File: config.mk
export PLATFORM = sky130hd
export DESIGN_NAME = stream_uart_tx
export DESIGN_NICKNAME = d
export VERILOG_FILES = /design/src/rtl/uart_pkg.sv /design/src/rtl/baud_tick_gen.sv /design/src/rtl/stream_uart_tx.sv
export SDC_FILE = /design/constraint.sdc
export NUM_CORES = 1
export LEC_CHECK = 0
export ABC_CLOCK_PERIOD_IN_PS = 3300
export CORE_MARGIN = 2
export CORE_UTILIZATION = 55
export DETAILED_ROUTE_END_ITERATION = 6
export GPL_ROUTABILITY_DRIVEN = 1
export HOLD_SLACK_MARGIN = 0.15
export PLACE_DENSITY = 0.9
export REMOVE_ABC_BUFFERS = 1
export SYNTH_ARGS = -nofsm -noshare
export SYNTH_HDL_FRONTEND = slang
export SYNTH_HIERARCHICAL = 1
export SYNTH_SLANG_ARGS = --single-unit
File: constraint.sdc
create_clock -name clk -period 3.3 [get_ports clk]
set_input_delay 0.33 -clock clk [delete_from_list [all_inputs] [get_ports clk]]
set_output_delay 0.33 -clock clk [all_outputs]
set_load 0.02 [all_outputs]
File: src/rtl/uart_pkg.sv
`default_nettype none
// ============================================================================
// Module      : uart_pkg
// Description : Types and constants shared by the UART TX and RX stream
//               blocks: the FSM state encoding, the data width, the baud
//               counter width and the default baud divider.
// Revision    : 1.0 - initial release
// ============================================================================
package uart_pkg;

  localparam int DATA_BITS            = 8;
  localparam int BAUD_CNT_W           = 16;
  // 100 MHz / 115200 baud
  localparam int DEFAULT_CLKS_PER_BIT = 868;

  typedef enum logic [2:0] {
    ST_IDLE   = 3'd0,
    ST_START  = 3'd1,
    ST_DATA   = 3'd2,
    ST_PARITY = 3'd3,
    ST_STOP   = 3'd4
  } uart_state_t;

endpackage : uart_pkg
`default_nettype wire

File: src/rtl/baud_tick_gen.sv
`default_nettype none
// ============================================================================
// Module      : baud_tick_gen
// Description : Bit-period counter. Counts 0..CLKS_PER_BIT-1 while enabled
//               and wraps to 0; o_tick marks the last cycle of each period.
//               Holds its value while disabled, so it never free-runs.
// Ports       : clk     - system clock
//               rst_n   - asynchronous active-low reset
//               i_clear - synchronous clear to 0 (priority over enable)
//               i_en    - count enable
//               o_tick  - high on the final cycle of a bit period
// Revision    : 1.0 - initial release
// ============================================================================
module baud_tick_gen
  import uart_pkg::*;
#(
  parameter int CLKS_PER_BIT = DEFAULT_CLKS_PER_BIT
) (
  input  logic clk,
  input  logic rst_n,
  input  logic i_clear,
  input  logic i_en,
  output logic o_tick
);

  localparam logic [BAUD_CNT_W-1:0] CNT_MAX = BAUD_CNT_W'(CLKS_PER_BIT - 1);

  logic [BAUD_CNT_W-1:0] r_cnt;
  logic                  w_at_max;

  assign w_at_max = (r_cnt == CNT_MAX);
  assign o_tick   = i_en && w_at_max;

  always_ff @(posedge clk or negedge rst_n) begin
    if (!rst_n) begin
      r_cnt <= '0;
    end else if (i_clear) begin
      r_cnt <= '0;
    end else if (i_en) begin
      if (w_at_max) begin
        r_cnt <= '0;
      end else begin
        r_cnt <= r_cnt + BAUD_CNT_W'(1);
      end
    end
  end

endmodule : baud_tick_gen
`default_nettype wire

File: src/rtl/stream_uart_tx.sv
`default_nettype none
// ============================================================================
// Module      : stream_uart_tx
// Description : Consumes 32-bit stb/ack stream words and transmits bits [7:0]
//               as an asynchronous serial frame (start, 8 data bits LSB
//               first, optional even parity, 1 or 2 stop bits).
//               Optional feature macro: UART_TX_PARITY_EN (8E1/8E2 framing
//               when defined, 8N1/8N2 otherwise).
// Ports       : clk     - system clock, rising edge
//               rst     - asynchronous active-low reset
//               in_data - stream word, only [7:0] is transmitted
//               in_stb  - producer has a valid word
//               in_ack  - registered ready; transfer on in_stb && in_ack
//               tx      - serial line, idle high, driven from a flop
//               busy    - high from acceptance until the last stop bit ends
// Revision    : 1.0 - initial release
// ============================================================================
module stream_uart_tx
  import uart_pkg::*;
#(
  parameter int CLKS_PER_BIT   = DEFAULT_CLKS_PER_BIT,
  parameter int IDLE_STOP_BITS = 1
) (
  input  logic        clk,
  input  logic        rst,
  input  logic [31:0] in_data,
  input  logic        in_stb,
  output logic        in_ack,
  output logic        tx,
  output logic        busy
);

  localparam int                   BIT_IDX_W = $clog2(DATA_BITS);
  localparam logic [BIT_IDX_W-1:0] LAST_DATA = BIT_IDX_W'(DATA_BITS - 1);
  localparam logic [BIT_IDX_W-1:0] LAST_STOP = BIT_IDX_W'(IDLE_STOP_BITS - 1);

  uart_state_t          r_state;
  logic [DATA_BITS-1:0] r_shift;
  logic [BIT_IDX_W-1:0] r_bit_idx;
  logic                 r_in_ack;
  logic                 r_tx;
  logic                 r_busy;
`ifdef UART_TX_PARITY_EN
  logic                 r_parity;
`endif

  logic w_accept;
  logic w_tick;
  logic w_baud_en;
  // Upper stream bits are deliberately not transmitted.
  logic w_unused;

  assign w_unused  = &{1'b0, in_data[31:DATA_BITS]};
  assign w_accept  = (r_state == ST_IDLE) && r_in_ack && in_stb;
  assign w_baud_en = (r_state != ST_IDLE);

  assign in_ack = r_in_ack;
  assign tx     = r_tx;
  assign busy   = r_busy;

  baud_tick_gen #(
    .CLKS_PER_BIT (CLKS_PER_BIT)
  ) u_baud (
    .clk     (clk),
    .rst_n   (rst),
    .i_clear (w_accept),
    .i_en    (w_baud_en),
    .o_tick  (w_tick)
  );

  // tx is loaded from the current state, so the line lags the state by one
  // cycle: the start bit appears on the edge after the accepting edge and
  // the last stop bit runs one cycle past the return to IDLE.
  always_ff @(posedge clk or negedge rst) begin
    if (!rst) begin
      r_state   <= ST_IDLE;
      r_shift   <= '0;
      r_bit_idx <= '0;
      r_in_ack  <= 1'b0;
      r_tx      <= 1'b1;
      r_busy    <= 1'b0;
`ifdef UART_TX_PARITY_EN
      r_parity  <= 1'b0;
`endif
    end else begin
      case (r_state)
        ST_IDLE: begin
          r_tx <= 1'b1;
          if (w_accept) begin
            r_shift   <= in_data[DATA_BITS-1:0];
`ifdef UART_TX_PARITY_EN
            r_parity  <= ^in_data[DATA_BITS-1:0];
`endif
            r_in_ack  <= 1'b0;
            r_busy    <= 1'b1;
            r_bit_idx <= '0;
            r_state   <= ST_START;
          end else begin
            r_in_ack <= 1'b1;
          end
        end

        ST_START: begin
          r_tx <= 1'b0;
          if (w_tick) begin
            r_bit_idx <= '0;
            r_state   <= ST_DATA;
          end
        end

        ST_DATA: begin
          r_tx <= r_shift[0];
          if (w_tick) begin
            r_shift <= {1'b0, r_shift[DATA_BITS-1:1]};
            if (r_bit_idx == LAST_DATA) begin
              r_bit_idx <= '0;
`ifdef UART_TX_PARITY_EN
              r_state   <= ST_PARITY;
`else
              r_state   <= ST_STOP;
`endif
            end else begin
              r_bit_idx <= r_bit_idx + BIT_IDX_W'(1);
            end
          end
        end

`ifdef UART_TX_PARITY_EN
        ST_PARITY: begin
          r_tx <= r_parity;
          if (w_tick) begin
            r_bit_idx <= '0;
            r_state   <= ST_STOP;
          end
        end
`endif

        ST_STOP: begin
          r_tx <= 1'b1;
          // r_bit_idx counts completed stop bits.
          if (w_tick) begin
            if (r_bit_idx == LAST_STOP) begin
              r_bit_idx <= '0;
              r_busy    <= 1'b0;
              r_in_ack  <= 1'b1;
              r_state   <= ST_IDLE;
            end else begin
              r_bit_idx <= r_bit_idx + BIT_IDX_W'(1);
            end
          end
        end

        default: begin
          r_tx     <= 1'b1;
          r_busy   <= 1'b0;
          r_in_ack <= 1'b0;
          r_state  <= ST_IDLE;
        end
      endcase
    end
  end

endmodule : stream_uart_tx
`default_nettype wire

---- Word-level counts from Yosys, hierarchy flattened ----
Cells that the tools add are included.
storage, ports and cells
  register bits ........................... 33
  output and inout port bits .............. 3
  word-level logic and storage cells ...... 65
operators by class
  add/subtract/negate cells ............... 2
  equality and inequality tests ........... 11
  mux-type cells .......................... 29
  bitwise logic cells ..................... 1
  reduce and logical (&&, ||, !) cells .... 15
operators with widths
  kind                     number
  $mux W16                 3
  $mux W3                  12
  $pmux W3 S4              2
  $add A16 B1 Y16 const B  1
  $eq A16 B10 Y1 const B   1
  $mux W8                  2
  $pmux W8 S2              1
  $ne A2 B1 Y1 const B     4
  $eq A3 B3 Y1 const B     2
  $logic_not A3 Y1         2
  $mux W1                  6
  $pmux W1 S3              2
  $reduce_and A3 Y1        2
  $reduce_and A6 Y1        1
  $reduce_and A5 Y1        1
  $ne A2 B2 Y1 const B     2
  $reduce_and A4 Y1        1
  $reduce_bool A2 Y1       2
  $reduce_bool A4 Y1       1
  $add A3 B1 Y3 const B    1
  $eq A3 B1 Y1 const B     1
  $eq A3 B2 Y1 const B     1
  $logic_and A1 B1 Y1      3
  $reduce_bool A3 Y1       1
  other kinds (3)          3

---- Longest topological paths before layout ----
Gate-level depths: netlist of run 1.
  depth after elaboration ................. 5
  mapped depth ............................ 11
  mapped depth without buffers ............ 9

---- Cells and area by module ----
The synthesis of run 1 kept the hierarchy.
modules (own cells, without submodules)
  module          instances  cells an instance  area an instance (sq um)  sequential area each (sq um)
  stream_uart_tx  1          101                975.9                     426.7
  baud_tick_gen   1          89                 914.6                     400.4

---- Least setup slack after synthesis of run 1 ----
No wires, ideal clock.
  kind .................................... reg2reg
  start point ............................. reg u_baud.r_cnt[0]
  end point ............................... reg r_shift[0]
  library setup time ...................... 0.073 ns
  arrival ................................. 2.158 ns
  required time ........................... 3.227 ns
  setup slack ............................. 1.069 ns
  stages on the path, launching flop included .. 11
  buffers on the path ..................... 1
  clock period less this slack ............ 2.231 ns
  cell sequence ........................... dfrtp_1 > ha_1 > nor4b_2 > nand4_1 > nor2_1 > nand2_1 > o21a_1 > nor3_4 > buf_4 > nor2_1 > a21oi_2
between the ends
  longest elaborated chain between the ends .. 4
ends and longest elaborated chain
  item                                RTL line               text
  start, declared                     baud_tick_gen.sv:28    logic [BAUD_CNT_W-1:0] r_cnt;
  start signal, assigned              baud_tick_gen.sv:43    r_cnt <= r_cnt + BAUD_CNT_W'(1);
  $eq A16 B10 Y1                      baud_tick_gen.sv:31    assign w_at_max = (r_cnt == CNT_MAX);
  $logic_and A1 B1 Y1                 baud_tick_gen.sv:32    assign o_tick = i_en && w_at_max;
  named net w_tick                    stream_uart_tx.sv:48   logic w_tick;
  $ne A2 B1 Y1 (no source line)       n/a
  $reduce_and A3 Y1 (no source line)  n/a
  end signal, assigned                stream_uart_tx.sv:90   r_shift <= in_data[DATA_BITS-1:0];
  end signal, assigned                stream_uart_tx.sv:114  r_shift <= {1'b0, r_shift[DATA_BITS-1:1]};
  end, declared                       stream_uart_tx.sv:38   logic [DATA_BITS-1:0] r_shift;
The timed path passes the listed nets, and every way through them passes these cells.
A chain may end at the register's enable or synchronous reset.

---- Worst setup path in the final report of run 1 ----
  start point ............................. reg u_baud.r_cnt[1]
  end point ............................... reg r_shift[0]
Same word-level chain as after synthesis.

==> results.sh, run 1 <==
export IMPL_status="completed"
export IMPL_syn_inst=190
export IMPL_cts_setup_buffers=0
export IMPL_min_period_over_period=0.7670
export IMPL_syn_area_per_cell_um2=9.950
export IMPL_synth_top_cell_area_share=0.4236
export IMPL_crit_path_cell_trace="ha_1 > nor4b_2 > nand4_1 > nor2_1 > buf_4 > nand2_1 > o21a_1 > nor3_4 > nor2_1 > a21oi_2"
export IMPL_drt_iter0_markers=52
export IMPL_crit_required_ps=3580
export IMPL_die_x_um=62.63
export IMPL_n_antenna_cell=0
export IMPL_grt_max_degree=34
export IMPL_place_congestion=0.8784
export IMPL_vdd_drop_max_v=0.0002388
export IMPL_path_clk_slew_ps=100
export IMPL_hold_path_class="in -> async"
export IMPL_fillers=283
export IMPL_postSynth_asyncResetShare=1.000
export IMPL_final_cell_area_mm2=0.002146
export IMPL_final_hold_viol_count=0
export IMPL_dp_final_hpwl_mm=2.283
export IMPL_max_stage_delay_ps=520
export IMPL_drive_above_1_share=0.1490
export IMPL_ctsResizeCount=0
export IMPL_clock_fmax_mhz=395.1
export IMPL_placed_area_mm2=0.002061
export IMPL_p_per_area_mw_per_mm2=354.1
export IMPL_core_area_mm2=0.003311
export IMPL_critPathCaptureType="flop"
export IMPL_synth_yosys_seq_area_share=0.4375
export IMPL_yosys_warnings=6
export IMPL_dieArea_mm2=0.003923
export IMPL_crit_top_cell="nor2_1"
export IMPL_die_y_um=62.63
export IMPL_antenna_left=0
export IMPL_cap_violations=0
export IMPL_wl_mm=3.177
export IMPL_slew_headroom=0.5564
export IMPL_drc=0
export IMPL_cts_root_buffer="clkbuf_4"
export IMPL_vias=1422
export IMPL_synth_area_leaders="dfrtp_1 (42%), nor2_1 (4.6%), a21oi_2 (3.7%)"
export IMPL_p_total_mw=0.7599
export IMPL_fin_tns_setup_ps=0
export IMPL_synth_main_ff_cell="dfrtp_1"
export IMPL_drt_pass1_iterations=4
export IMPL_cts_hold_buf=0
export IMPL_setup_violations=0
export IMPL_tritoncts="built"
export IMPL_start_kind="flop"
export IMPL_grt_pass1_wl_mm=5.492
export IMPL_ys_ff_latch=33
export IMPL_h_tree_depth=2
export IMPL_syn2layout_area_growth_pct=13.50
export IMPL_track_usage=0.1803
export IMPL_clock_sinks=33
export IMPL_tritoncts_num_buffers=5
export IMPL_grt_overflow=0
export IMPL_cts_buffer_depth=2
export IMPL_yosys_area_top_type="dfrtp_1"
export IMPL_syn_cell_area_mm2=0.001891
export IMPL_worstSkewPairLatency_ps=340
export IMPL_vias_per_cell=5.598
export IMPL_rsz0062_at_grt="no"
export IMPL_ys_types=49
export IMPL_maxSlewViolCount=0
export IMPL_leakage_nw=0.8446
export IMPL_pin_count=38
export IMPL_crit_slowest_cell="nor3_4"
export IMPL_min_period_ps=2531
export IMPL_grt_pass1_vias=1257
export IMPL_antenna_found_initial=0
export IMPL_cp_max_fo=16
export IMPL_crit_arrival_ps=2810
export IMPL_avgRoutedWirePerCell_um=12.51
export IMPL_portBuffers=13
export IMPL_rrSetupSlack_ps=770
export IMPL_synth_edf_count=0
export IMPL_num_rows=21
export IMPL_layout_nets=246
export IMPL_start_util=0.5711
export IMPL_clock_skew_ps=9.605
export IMPL_worstMarginPinSlew_ps=663.2
export IMPL_critPathKind="reg -> reg"
## layer usage
metal | part of all wire | vias up | GRT usage
met5 | 0 | - | 0
met4 | 0.034 | 0 | 0.1250
met3 | 0.045 | 12 | 0.03243
met2 | 0.44 | 40 | 0.2661
met1 | 0.48 | 650 | 0.2413
li1 | - | 720 | -
## power by group
part,total (mW),switching [mW],internal (mW)
clock,0.316,0.135,0.181
sequential,0.412,0.00272,0.409
combinational,0.0322,0.0155,0.0167
total,0.760,0.153,0.607
## worst paths after layout
check,startpoint,endpoint,cells after the start
min,rst,r_bit_idx[1],2
min reg2reg,in_ack,in_ack,1
max,u_baud/r_cnt[1],r_shift[0],10
max reg2reg,u_baud/r_cnt[1],r_shift[0],10
min in group clk,in_ack,in_ack,1
max in group asynchronous,rst,tx,2
## stage by stage
| step | setup slack (ps) | cells | util | hold WS (ps) |
|---|---|---|---|---|
| finish | 769.0 | 254 | 0.6481 | 368.5 |
| global route | 537.2 | 254 | 0.6481 | 405.1 |
| CTS | 779.2 | 254 | 0.6481 | 380.6 |
| detailed placement | 805.4 | 246 | 0.6224 | 487.6 |
| global placement | 827.4 | 246 | 0.6224 | 483.1 |
| floorplan | 979.5 | 185 | - | 34.41 |
## cell type report
type / instances / area [um^2] / area share
sequential: 33 / 827.0 / 0.3854
multi-input combinational: 144 / 998.5 / 0.4653
clock buffer: 7 / 55.05 / 0.02566
clock inverter: 1 / 30.03 / 0.01399
inverter: 8 / 32.53 / 0.01516
timing repair buffer: 15 / 145.1 / 0.06764
tap: 46 / 57.56 / 0.02682
## layout by cell type (no fill, tap or decap), types with 6 or more instances in the layout
cell type | synthesis | routed
a21oi_1 | 9 | 9
a21oi_2 | 8 | 8
clkdlybuf4s50_1 | 0 | 13
dfrtp_1 | 32 | 32
inv_1 | 7 | 7
mux2i_1 | 7 | 7
nand2_1 | 16 | 16
nand2b_1 | 6 | 6
nor2_1 | 23 | 23
o21ai_0 | 7 | 7
xor2_1 | 6 | 6
## logic make-up after synthesis
group / Yosys count / share of synthesized area
simple gates: 77 / 0.2409
compound gates: 45 / 0.1701
flops: 33 / 0.4375
buf+inv: 13 / 0.03442
xor+xnor: 9 / 0.04170
mux: 9 / 0.04897
fa+ha+maj: 4 / 0.02647
## worst max-delay path, delay by kind of cell (launching register included)
family / cells / cell delay [ps]
compound gates: 2 / 290
buf+inv: 1 / 150
flops: 1 / 450
fa+ha+maj: 1 / 240
simple gates: 6 / 1350
## sequential cells by signal, indices dropped and copies added, names as in the netlist
name	flops
busy	1
in_ack	1
r_bit_idx	3
r_shift	8
r_state	3
tx	1
u_baud/r_cnt	16
## Yosys cell counts (2+ instances only)
cell type,number
o21ai_1,3
a31oi_1,4
nor3_4,2
nand2_1,16
buf_2,2
nand4_1,4
nand2b_1,6
dfrtp_1,32
and4_1,2
xor2_1,6
a21oi_2,8
o21a_1,2
mux2i_1,7
a21oi_1,9
a22o_1,2
o21ai_0,7
inv_1,7
xnor2_1,3
nor3_1,4
or3_1,3
mux2_2,2
ha_1,4
or2_2,2
nand3_1,3
nor4_1,4
nor2_1,23
Note: power is estimated with default switching activity, not from simulation.
==> run 2: changes to the inputs <==
--- a/config.mk
+++ b/config.mk
@@ -5,13 +5,13 @@
 export SDC_FILE = /design/constraint.sdc
 export NUM_CORES = 1
 export LEC_CHECK = 0
-export ABC_CLOCK_PERIOD_IN_PS = 3300
+export ABC_CLOCK_PERIOD_IN_PS = 2330
 export CORE_MARGIN = 2
-export CORE_UTILIZATION = 55
+export CORE_UTILIZATION = 51
 export DETAILED_ROUTE_END_ITERATION = 6
 export GPL_ROUTABILITY_DRIVEN = 1
 export HOLD_SLACK_MARGIN = 0.15
-export PLACE_DENSITY = 0.9
+export PLACE_DENSITY = 0.84
 export REMOVE_ABC_BUFFERS = 1
 export SYNTH_ARGS = -nofsm -noshare
 export SYNTH_HDL_FRONTEND = slang
==> constraint.sdc (replaced) <==
create_clock -name clk -period 2.33 [get_ports clk]
set_input_delay 0.233 -clock clk [delete_from_list [all_inputs] [get_ports clk]]
set_output_delay 0.233 -clock clk [all_outputs]
set_load 0.02 [all_outputs]
==> results.sh, run 2 (synthesized netlist as in run 1, its figures left out) <==
export IMPL_drive_above_1_share=0.1776
export IMPL_min_period_ps=2075
export IMPL_dieArea_mm2=0.004210
export IMPL_final_hold_viol_count=0
export IMPL_cts_setup_buffers=0
export IMPL_syn2layout_area_growth_pct=18.27
export IMPL_cp_num_cells=7
export IMPL_wl_met1_mm=1.639
export IMPL_die_x_um=64.89
export IMPL_setup_slack_ps=255.2
export IMPL_cts_root_buffer="clkbuf_8"
export IMPL_dr_wl_met3_um=105
export IMPL_cp_max_fo=6
export IMPL_pin_count=38
export IMPL_drt_iter0_markers=117
export IMPL_track_usage=0.1843
export IMPL_r2r_cells=7
export IMPL_n_antenna_cell=0
export IMPL_setup_violations=0
export IMPL_grt_overflow=0
export IMPL_tritoncts_num_buffers=5
export IMPL_mostFrequentLayoutCell="dfrtp_1"
export IMPL_vias=1435
export IMPL_cts_hold_buf=0
export IMPL_largest_reg_flops=16
export IMPL_tritoncts="built"
export IMPL_cts_buffer_depth=2
export IMPL_leakage_nw=0.8872
export IMPL_instances_no_fill=262
export IMPL_cp_top_family="simple AND/OR/NAND/NOR gates"
export IMPL_wl_mm=3.409
export IMPL_crit_top_cell="nor2_1"
export IMPL_maxSlewViolCount=0
export IMPL_start_util=0.5243
export IMPL_worstSkewPairLatency_ps=280
export IMPL_antenna_left=0
export IMPL_drt_pass1_iterations=4
export IMPL_clock_sinks=33
export IMPL_die_y_um=64.89
export IMPL_top_register="u_baud/r_cnt"
export IMPL_grt_pass1_wl_mm=5.954
export IMPL_crit_arrival_ps=2290
export IMPL_place_inst=254
export IMPL_grt_pass1_vias=1359
export IMPL_avgRoutedWirePerCell_um=13.01
export IMPL_crit_slowest_cell="dfrtp_1"
export IMPL_antenna_found_initial=0
export IMPL_place_congestion=0.8512
export IMPL_status="completed"
export IMPL_clock_skew_ps=11.67
export IMPL_crit_path_cell_trace="nor3_1 > inv_1 > nor2_1 > nor2_1 > nand4bb_4 > or3_1 > a21oi_2"
export IMPL_ctsResizeCount=0
export IMPL_slew_headroom=0.6825
export IMPL_pre_cts_ws_ps=176.1
export IMPL_critPathKind="reg -> reg"
export IMPL_clock_fmax_mhz=482.0
export IMPL_cp_buffers_inverters=1
export IMPL_top_layer_used="met4"
export IMPL_path_clk_slew_ps=70
export IMPL_cap_violations=0
export IMPL_core_area_mm2=0.003606
export IMPL_reg_top3="u_baud/r_cnt: 16 flops, r_shift: 8 flops"
export IMPL_p_per_area_mw_per_mm2=526.9
export IMPL_vias_per_cell=5.477
export IMPL_crit_required_ps=2540
export IMPL_layout_nets=252
export IMPL_worstMarginPinSlew_ps=474.7
export IMPL_dp_final_hpwl_mm=2.444
export IMPL_vdd_drop_max_v=0.0002474
export IMPL_drc=0
export IMPL_hold_path_class="in -> async"
export IMPL_critPathCaptureType="flop"
export IMPL_start_kind="flop"
export IMPL_final_cell_mix="dfrtp_1 (32), nor2_1 (22), nand2_1 (16)"
export IMPL_min_period_over_period=0.8905
export IMPL_post_route_util=0.6201
export IMPL_h_tree_depth=2
export IMPL_max_stage_delay_ps=380
export IMPL_portBuffers=13
export IMPL_num_rows=22
export IMPL_grt_max_degree=34
export IMPL_met2_length_mm=1.608
## run 2: worst register-to-register path: stages (launching register included)
cell,delay [ps]
dfrtp_1,380
nor3_1,260
inv_1,150
nor2_1,290
nor2_1,180
nand4bb_4,240
or3_1,380
a21oi_2,130
## run 2: worst paths after layout
kind                             from                to  slack (ps)
setup / recovery           r_state[0]  u_baud/r_cnt[11]         260
max in group asynchronous         rst                tx        1650
hold / removal                    rst   u_baud/r_cnt[2]         350
setup reg to reg           r_state[0]  u_baud/r_cnt[11]         260
hold reg to reg                in_ack            in_ack         510
min in group clk               in_ack            in_ack         510
## run 2: stage by stage
step	setup TNS [ps]	power (mW)	area [um^2]	hold slack [ps]
6_report	0	1.178	2236	351.4
5_1_grt	-6.722	1.229	2236	386.1
4_1_cts	0	1.194	2225	356.7
3_5_place_dp	0	0.6424	2108	501.6
3_3_place_gp	0	0.6405	2108	489.4
2_1_floorplan	0	0.6092	1858	-62.59
## run 2: final cells by class
| cell class | instances | area (um^2) |
|---|---|---|
| Inverter | 8 | 32.53 |
| Fill cell | 306 | 1370 |
| Sequential cell | 33 | 827.0 |
| Timing Repair Buffer | 21 | 190.2 |
| Multi-Input combinational cell | 144 | 1010 |
| Tap cell | 48 | 60.06 |
| Clock inverter | 1 | 30.03 |
| Clock buffer | 7 | 86.33 |
## run 2: layer usage
layer  global-route usage  vias up
met1               0.2290      687
met2               0.3028       20
met4              0.06383        0
met5                    0        -
li1                     -      723
met3              0.05729        5
## run 2: power breakdown
part           internal (mW)  total [mW]  leakage (nW)  switching, mW
Combinational         0.0236      0.0464         0.414         0.0227
Clock                  0.348       0.548        0.0585          0.199
Sequential             0.580       0.584         0.414        0.00397
Total                  0.952        1.18         0.887          0.226
